**config.mk**
```make
export PLATFORM = sky130hd
export DESIGN_NAME = cc_bus_read_arbiter
export DESIGN_NICKNAME = d
export VERILOG_FILES = /design/src/rtl/cc_datapath_pkg.sv /design/src/rtl/cc_rr_picker.sv /design/src/rtl/cc_bus_read_arbiter.sv
export SDC_FILE = /design/constraint.sdc
export NUM_CORES = 1
export LEC_CHECK = 0
export ABC_AREA = 1
export BUFFER_PORTS_ARGS = -buffer_cell sky130_fd_sc_hd__buf_4
export CAP_MARGIN = 20
export CELL_PAD_IN_SITES_DETAIL_PLACEMENT = 1
export CELL_PAD_IN_SITES_GLOBAL_PLACEMENT = 1
export CORE_MARGIN = 8
export CORE_UTILIZATION = 33
export CTS_CLUSTER_SIZE = 28
export DETAILED_ROUTE_END_ITERATION = 7
export PLACE_DENSITY_LB_ADDON = 0.1
export SYNTH_ARGS = -nofsm -noshare
export SYNTH_HDL_FRONTEND = slang
export SYNTH_HIERARCHICAL = 1
export SYNTH_SLANG_ARGS = --single-unit
```
**constraint.sdc**
```tcl
create_clock -name CC_ARB_CLOCK_50 -period 5.07 [get_ports CC_ARB_CLOCK_50]
set_input_delay 0.2535 -clock CC_ARB_CLOCK_50 [delete_from_list [all_inputs] [get_ports CC_ARB_CLOCK_50]]
set_output_delay 0.2535 -clock CC_ARB_CLOCK_50 [all_outputs]
set_load 0.03 [all_outputs]
```
**src/rtl/cc_datapath_pkg.sv**
```systemverilog
// Shared datapath constants: register-read mux select codes and the read-arbiter FSM encoding.
package cc_datapath_pkg;

  localparam logic [3:0] SEL_G0            = 4'h0;
  localparam logic [3:0] SEL_G1            = 4'h1;
  localparam logic [3:0] SEL_G2            = 4'h2;
  localparam logic [3:0] SEL_G3            = 4'h3;
  localparam logic [3:0] SEL_G4            = 4'h4;
  localparam logic [3:0] SEL_G5            = 4'h5;
  localparam logic [3:0] SEL_G6            = 4'h6;
  localparam logic [3:0] SEL_G7            = 4'h7;
  localparam logic [3:0] SEL_PC            = 4'h8;
  localparam logic [3:0] SEL_TEMP0         = 4'h9;
  localparam logic [3:0] SEL_TEMP1         = 4'hA;
  localparam logic [3:0] SEL_TEMP2         = 4'hB;
  localparam logic [3:0] SEL_TEMP3         = 4'hC;
  localparam logic [3:0] SEL_IR            = 4'hD;
  localparam logic [3:0] SEL_FIRST_ILLEGAL = 4'hE;

  localparam logic [1:0] ST_IDLE = 2'd0;
  localparam logic [1:0] ST_SEL  = 2'd1;
  localparam logic [1:0] ST_CAPT = 2'd2;

  function automatic logic sel_is_illegal(input logic [3:0] code);
    return code >= SEL_FIRST_ILLEGAL;
  endfunction

endpackage

```
**src/rtl/cc_rr_picker.sv**
```systemverilog
// Combinational round-robin picker: first set request at or above the pointer, wrapping modulo NUM_REQ.
module cc_rr_picker #(
  parameter int NUM_REQ = 4,
  parameter int IDX_W   = (NUM_REQ > 1) ? $clog2(NUM_REQ) : 1
) (
  input  logic [NUM_REQ-1:0] req_i,
  input  logic [IDX_W-1:0]   ptr_i,
  output logic               any_o,
  output logic [IDX_W-1:0]   winner_o
);

  logic [2*NUM_REQ-1:0] rot;
  logic [IDX_W:0]       sum;
  logic                 found;

  always_comb begin
    any_o    = |req_i;
    winner_o = '0;
    found    = 1'b0;
    sum      = '0;
    // Doubling the vector turns the wrap-around scan into a plain shift.
    rot      = {req_i, req_i} >> ptr_i;
    for (int k = 0; k < NUM_REQ; k++) begin
      if (!found && rot[k]) begin
        found = 1'b1;
        sum   = {1'b0, ptr_i} + (IDX_W+1)'(k);
        if (sum >= (IDX_W+1)'(NUM_REQ))
          winner_o = IDX_W'(sum - (IDX_W+1)'(NUM_REQ));
        else
          winner_o = IDX_W'(sum);
      end
    end
  end

endmodule

```
**src/rtl/cc_bus_read_arbiter.sv**
```systemverilog
// Round-robin arbiter sharing the register-read mux: select, capture one cycle later, ack with data.
module cc_bus_read_arbiter
  import cc_datapath_pkg::*;
#(
  parameter int NUM_REQ                 = 4,
  parameter int DATAWIDTH_MUX_SELECTION = 4,
  parameter int DATAWIDTH_BUS           = 32
) (
  input  logic                                       CC_ARB_CLOCK_50,
  input  logic                                       CC_ARB_RESET_InHigh,
  input  logic [NUM_REQ-1:0]                         CC_ARB_Req_In,
  input  logic [NUM_REQ*DATAWIDTH_MUX_SELECTION-1:0] CC_ARB_Addr_In,
  input  logic [DATAWIDTH_BUS-1:0]                   CC_ARB_MuxData_In,
  output logic [DATAWIDTH_MUX_SELECTION-1:0]         CC_ARB_MuxSel_Out,
  output logic [NUM_REQ-1:0]                         CC_ARB_Ack_Out,
  output logic [DATAWIDTH_BUS-1:0]                   CC_ARB_Data_Out,
  output logic                                       CC_ARB_Err_Out,
  output logic                                       CC_ARB_Busy_Out
);

  localparam int IDX_W = (NUM_REQ > 1) ? $clog2(NUM_REQ) : 1;

  logic [1:0]                         state_q, state_d;
  logic [IDX_W-1:0]                   ptr_q, ptr_d;
  logic [IDX_W-1:0]                   win_q, win_d;
  logic                               illegal_q, illegal_d;
  logic [DATAWIDTH_MUX_SELECTION-1:0] sel_q, sel_d;
  logic [NUM_REQ-1:0]                 ack_q, ack_d;
  logic [DATAWIDTH_BUS-1:0]           data_q, data_d;
  logic                               err_q, err_d;

  logic                               pick_any;
  logic [IDX_W-1:0]                   pick_win;
  logic [DATAWIDTH_MUX_SELECTION-1:0] pick_addr;

  cc_rr_picker #(
    .NUM_REQ (NUM_REQ),
    .IDX_W   (IDX_W)
  ) u_picker (
    .req_i    (CC_ARB_Req_In),
    .ptr_i    (ptr_q),
    .any_o    (pick_any),
    .winner_o (pick_win)
  );

  always_comb begin
    pick_addr = '0;
    for (int i = 0; i < NUM_REQ; i++) begin
      if (pick_win == IDX_W'(i))
        pick_addr = CC_ARB_Addr_In[i*DATAWIDTH_MUX_SELECTION +: DATAWIDTH_MUX_SELECTION];
    end
  end

  always_comb begin
    state_d   = state_q;
    ptr_d     = ptr_q;
    win_d     = win_q;
    illegal_d = illegal_q;
    sel_d     = sel_q;
    data_d    = data_q;
    ack_d     = '0;
    err_d     = 1'b0;
    case (state_q)
      ST_IDLE: begin
        if (pick_any) begin
          sel_d     = pick_addr;
          win_d     = pick_win;
          illegal_d = sel_is_illegal(pick_addr);
          state_d   = ST_SEL;
        end
      end
      ST_SEL: state_d = ST_CAPT;
      ST_CAPT: begin
        data_d = illegal_q ? '0 : CC_ARB_MuxData_In;
        err_d  = illegal_q;
        for (int i = 0; i < NUM_REQ; i++)
          ack_d[i] = (win_q == IDX_W'(i));
        ptr_d   = (win_q == IDX_W'(NUM_REQ-1)) ? '0 : win_q + 1'b1;
        state_d = ST_IDLE;
      end
      default: state_d = ST_IDLE;
    endcase
  end

  always_ff @(posedge CC_ARB_CLOCK_50 or posedge CC_ARB_RESET_InHigh) begin
    if (CC_ARB_RESET_InHigh) begin
      state_q   <= ST_IDLE;
      ptr_q     <= '0;
      win_q     <= '0;
      illegal_q <= 1'b0;
      sel_q     <= '0;
      ack_q     <= '0;
      data_q    <= '0;
      err_q     <= 1'b0;
    end else begin
      state_q   <= state_d;
      ptr_q     <= ptr_d;
      win_q     <= win_d;
      illegal_q <= illegal_d;
      sel_q     <= sel_d;
      ack_q     <= ack_d;
      data_q    <= data_d;
      err_q     <= err_d;
    end
  end

  assign CC_ARB_MuxSel_Out = sel_q;
  assign CC_ARB_Ack_Out    = ack_q;
  assign CC_ARB_Data_Out   = data_q;
  assign CC_ARB_Err_Out    = err_q;
  assign CC_ARB_Busy_Out   = (state_q != ST_IDLE);

endmodule

```
==> impl_metrics.toml <==
[layout]
fill_cells = 836
multiInputGateArea_sq_um = 933
synthToLayoutAreaGrowth_pct = 38.8
drive_above_1_share_pct = 30.6
mostFrequentLayoutCell = "nand2_1"
insertedDiodeCount = 0
final_cell_mix = "nand2_1, buf_4, nand3_1, dfrtp_1, inv_1"
nNetsFinal = 443
register_area_sq_um = 1200
final_cells = 482

[die]
die-width_um = 100
std_cell_rows = 30
die_area_sq_um = 9990
start_util_pct = 34.2
core_sq_um = 6790
die_y_um = 100
pin_count = 96

[timing]
tns_ns = 0
rsz0062_at_grt = "false"
worst_pin_slew_ns = 0.797
fin_skew_ns = 0.00816
slew_viol_final = 0
hold_viol = 0
fmax_mhz = 447
slew_headroom_pct = 46.7
period_minus_slack_ns = 2.24
setup_viol = 0
min_period_over_period_pct = 44.1

[power_and_ir_drop]
p_comb_share_pct = 59.1
power_density_nw_per_um2 = 686
seq_power_share_pct = 30.3
ir_worst_vdd_mv = 0.271
intPower_uw = 1110
p_clk_share_pct = 10.6
switching_power_uw = 1110
p_leak_uw = 0.00182
switching_share_pct = 50.0

[critical_path]
path_common_cell = "nand2_1"
crit_slowest_cell = "dfrtp_1"
cp-startpoint = "ptr_q[0]"
rr_startpoint = "ptr_q[0]"
endpoint_kind = "flop"
worstPathArrival_ns = 2.47
crit_chain = "inv_6 > nand2_1 > nand3_2 > nand2_2 > nor2_1 > a21oi_1 > nand3_1 > nand2_1 > inv_1 > nand2_1 > nand2_1 > nor2_1 > nand3_1 > nand2_1"
critPathKind = "flop to flop"
worst_setup_path_start_kind = "flop"
critical_path_required_ns = 5.31
slowest_delay_ns = 0.62
cp_max_fo = 11

[clocking]
post-cts-setup-buffers = 0
cts_root_buf = "clkbuf_8"
cts_made_buffers = 5
cts.sinks = 48
clk_pin_slew_ns = 0.08
htreeDepth = 2
clockBufferDepth = 2
insertion_delay_ns = 0.30
cts_tree = "yes"

[yosys]
synthCells = 294
syn-num-nets = 352
syn_area_sq_um = 2330
synth_cell_types = 24
syn_area_per_cell_sq_um = 7.91
yosysWarnings = 6
ys_seq_area_share_pct = 51.6
ys_seq_elements = 48

[placement]
dp.cells = 472
post-dp-hpwl_um = 5100
gp_congestion = 0.784
port_buffers = 95

[routing]
via_count = 2178
firstDrtPassIters = 4
drc = 0
drt_iter0_drc = 65
ant_nets = 0
post_drt_wl_per_cell_um = 14.3
viasPerCell = 4.52
wl_um = 6900

[global_routing]
grt_max_degree = 49
grt_pass1_wl_um = 11600
grt_use_total_pct = 14.1
grt_antenna_before_repair = 0
grt_overflow = 0
grt_pass1_vias = 2356

[min_path]
hp-start = "CC_ARB_MuxData_In[16]"
min_path_type = "primary input to flop"

[outcome]
status = "finished clean"

[flow_run]
drv_cap = 0
-- per-stage QoR --
stage,setup slack [ns],utilization [%],area [sq um],hold slack (ns),total power (uW)
after floorplan,3.32,-,2330,0.391,1580
after global placement,2.98,45.4,3080,0.434,1970
after detailed placement,2.84,45.8,3110,0.460,2010
after CTS,2.82,47.1,3200,0.168,2260
after global routing,2.52,47.5,3230,0.174,2420
final,2.83,47.5,3230,0.179,2220
-- power by group through the flow --
stage,Sequential (uW),Combinational (uW),Clock (uW)
4_1_cts,672,1340,249
6_report,671,1310,235
3_3_place_gp,670,1300,0
2_1_floorplan,926,654,0
3_5_place_dp,677,1340,0
5_1_grt,692,1470,259
-- worst max-delay path, delay by kind of cell, from the launching register on --
kind                   cells  cell delay (ns)
DFF                        1             0.62
AOI/OAI and AO/OA          1             0.14
and+or+nand+nor           11             1.23
buffers and inverters      2             0.17
-- state kept, by name, summed over array words and instances (netlist names) --
name,cells
state_q,2
CC_ARB_Err_Out,1
CC_ARB_Ack_Out,4
ptr_q,2
CC_ARB_MuxSel_Out,4
illegal_q,1
CC_ARB_Data_Out,32
win_q,2
-- metal layers --
metal | routed length, um | GRT usage, % | share of wire [%]
met5 | 0 | 0 | 0
met2 | 3240 | 22.9 | 47
met3 | 472 | 4.29 | 6.8
met1 | 3140 | 17.7 | 46
met4 | 51 | 3.49 | 0.74
-- path summary, 6_finish.rpt --
path,end,slack (ns),cells past startpoint
setup reg to reg,illegal_q,2.83,14
min in group asynchronous,CC_ARB_Err_Out,0.39,3
hold reg to reg,state_q[1],0.46,1
setup / recovery,illegal_q,2.83,14
max in group asynchronous,CC_ARB_Data_Out[10],4.23,4
hold / removal,CC_ARB_Data_Out[16],0.18,3
-- cells by family after synthesis --
family                   after synthesis  synth area share [%]
AND/OR/NAND/NOR                      190                  35.6
flip-flops                            48                  51.6
buffers and inverters                 43                  8.23
AO/OA/AOI/OAI                          8                  2.04
adder cells (fa/ha/maj)                4                  2.15
XOR/XNOR                               1                 0.377
-- timing repair --
item	CTS	global route
hold endpoints to repair	0	4
gates resized for setup	0	0
hold buffers	0	1
-- Yosys cell counts, drive strengths merged --
master    n  area share, %
nand2   118             20
nand3    55             12
dfrtp    48             52
inv      29            4.9
nor2     14            3.0
buf      13            3.2
ha        4            2.2
o21ai     4           0.86
a21oi     3           0.65
nand4     3           0.81
clkbuf    1           0.16
o31ai     1           0.54
xor2      1           0.38
-- final cells by class --
class	count	share of cell area, %
Tap cell	96	3.72
Inverter	29	3.53
Clock buffer	8	2.79
Sequential cell	48	37.2
Timing Repair Buffer	98	23.9
Multi-Input combinational cell	203	28.9
(Power assumes the default switching activity.)
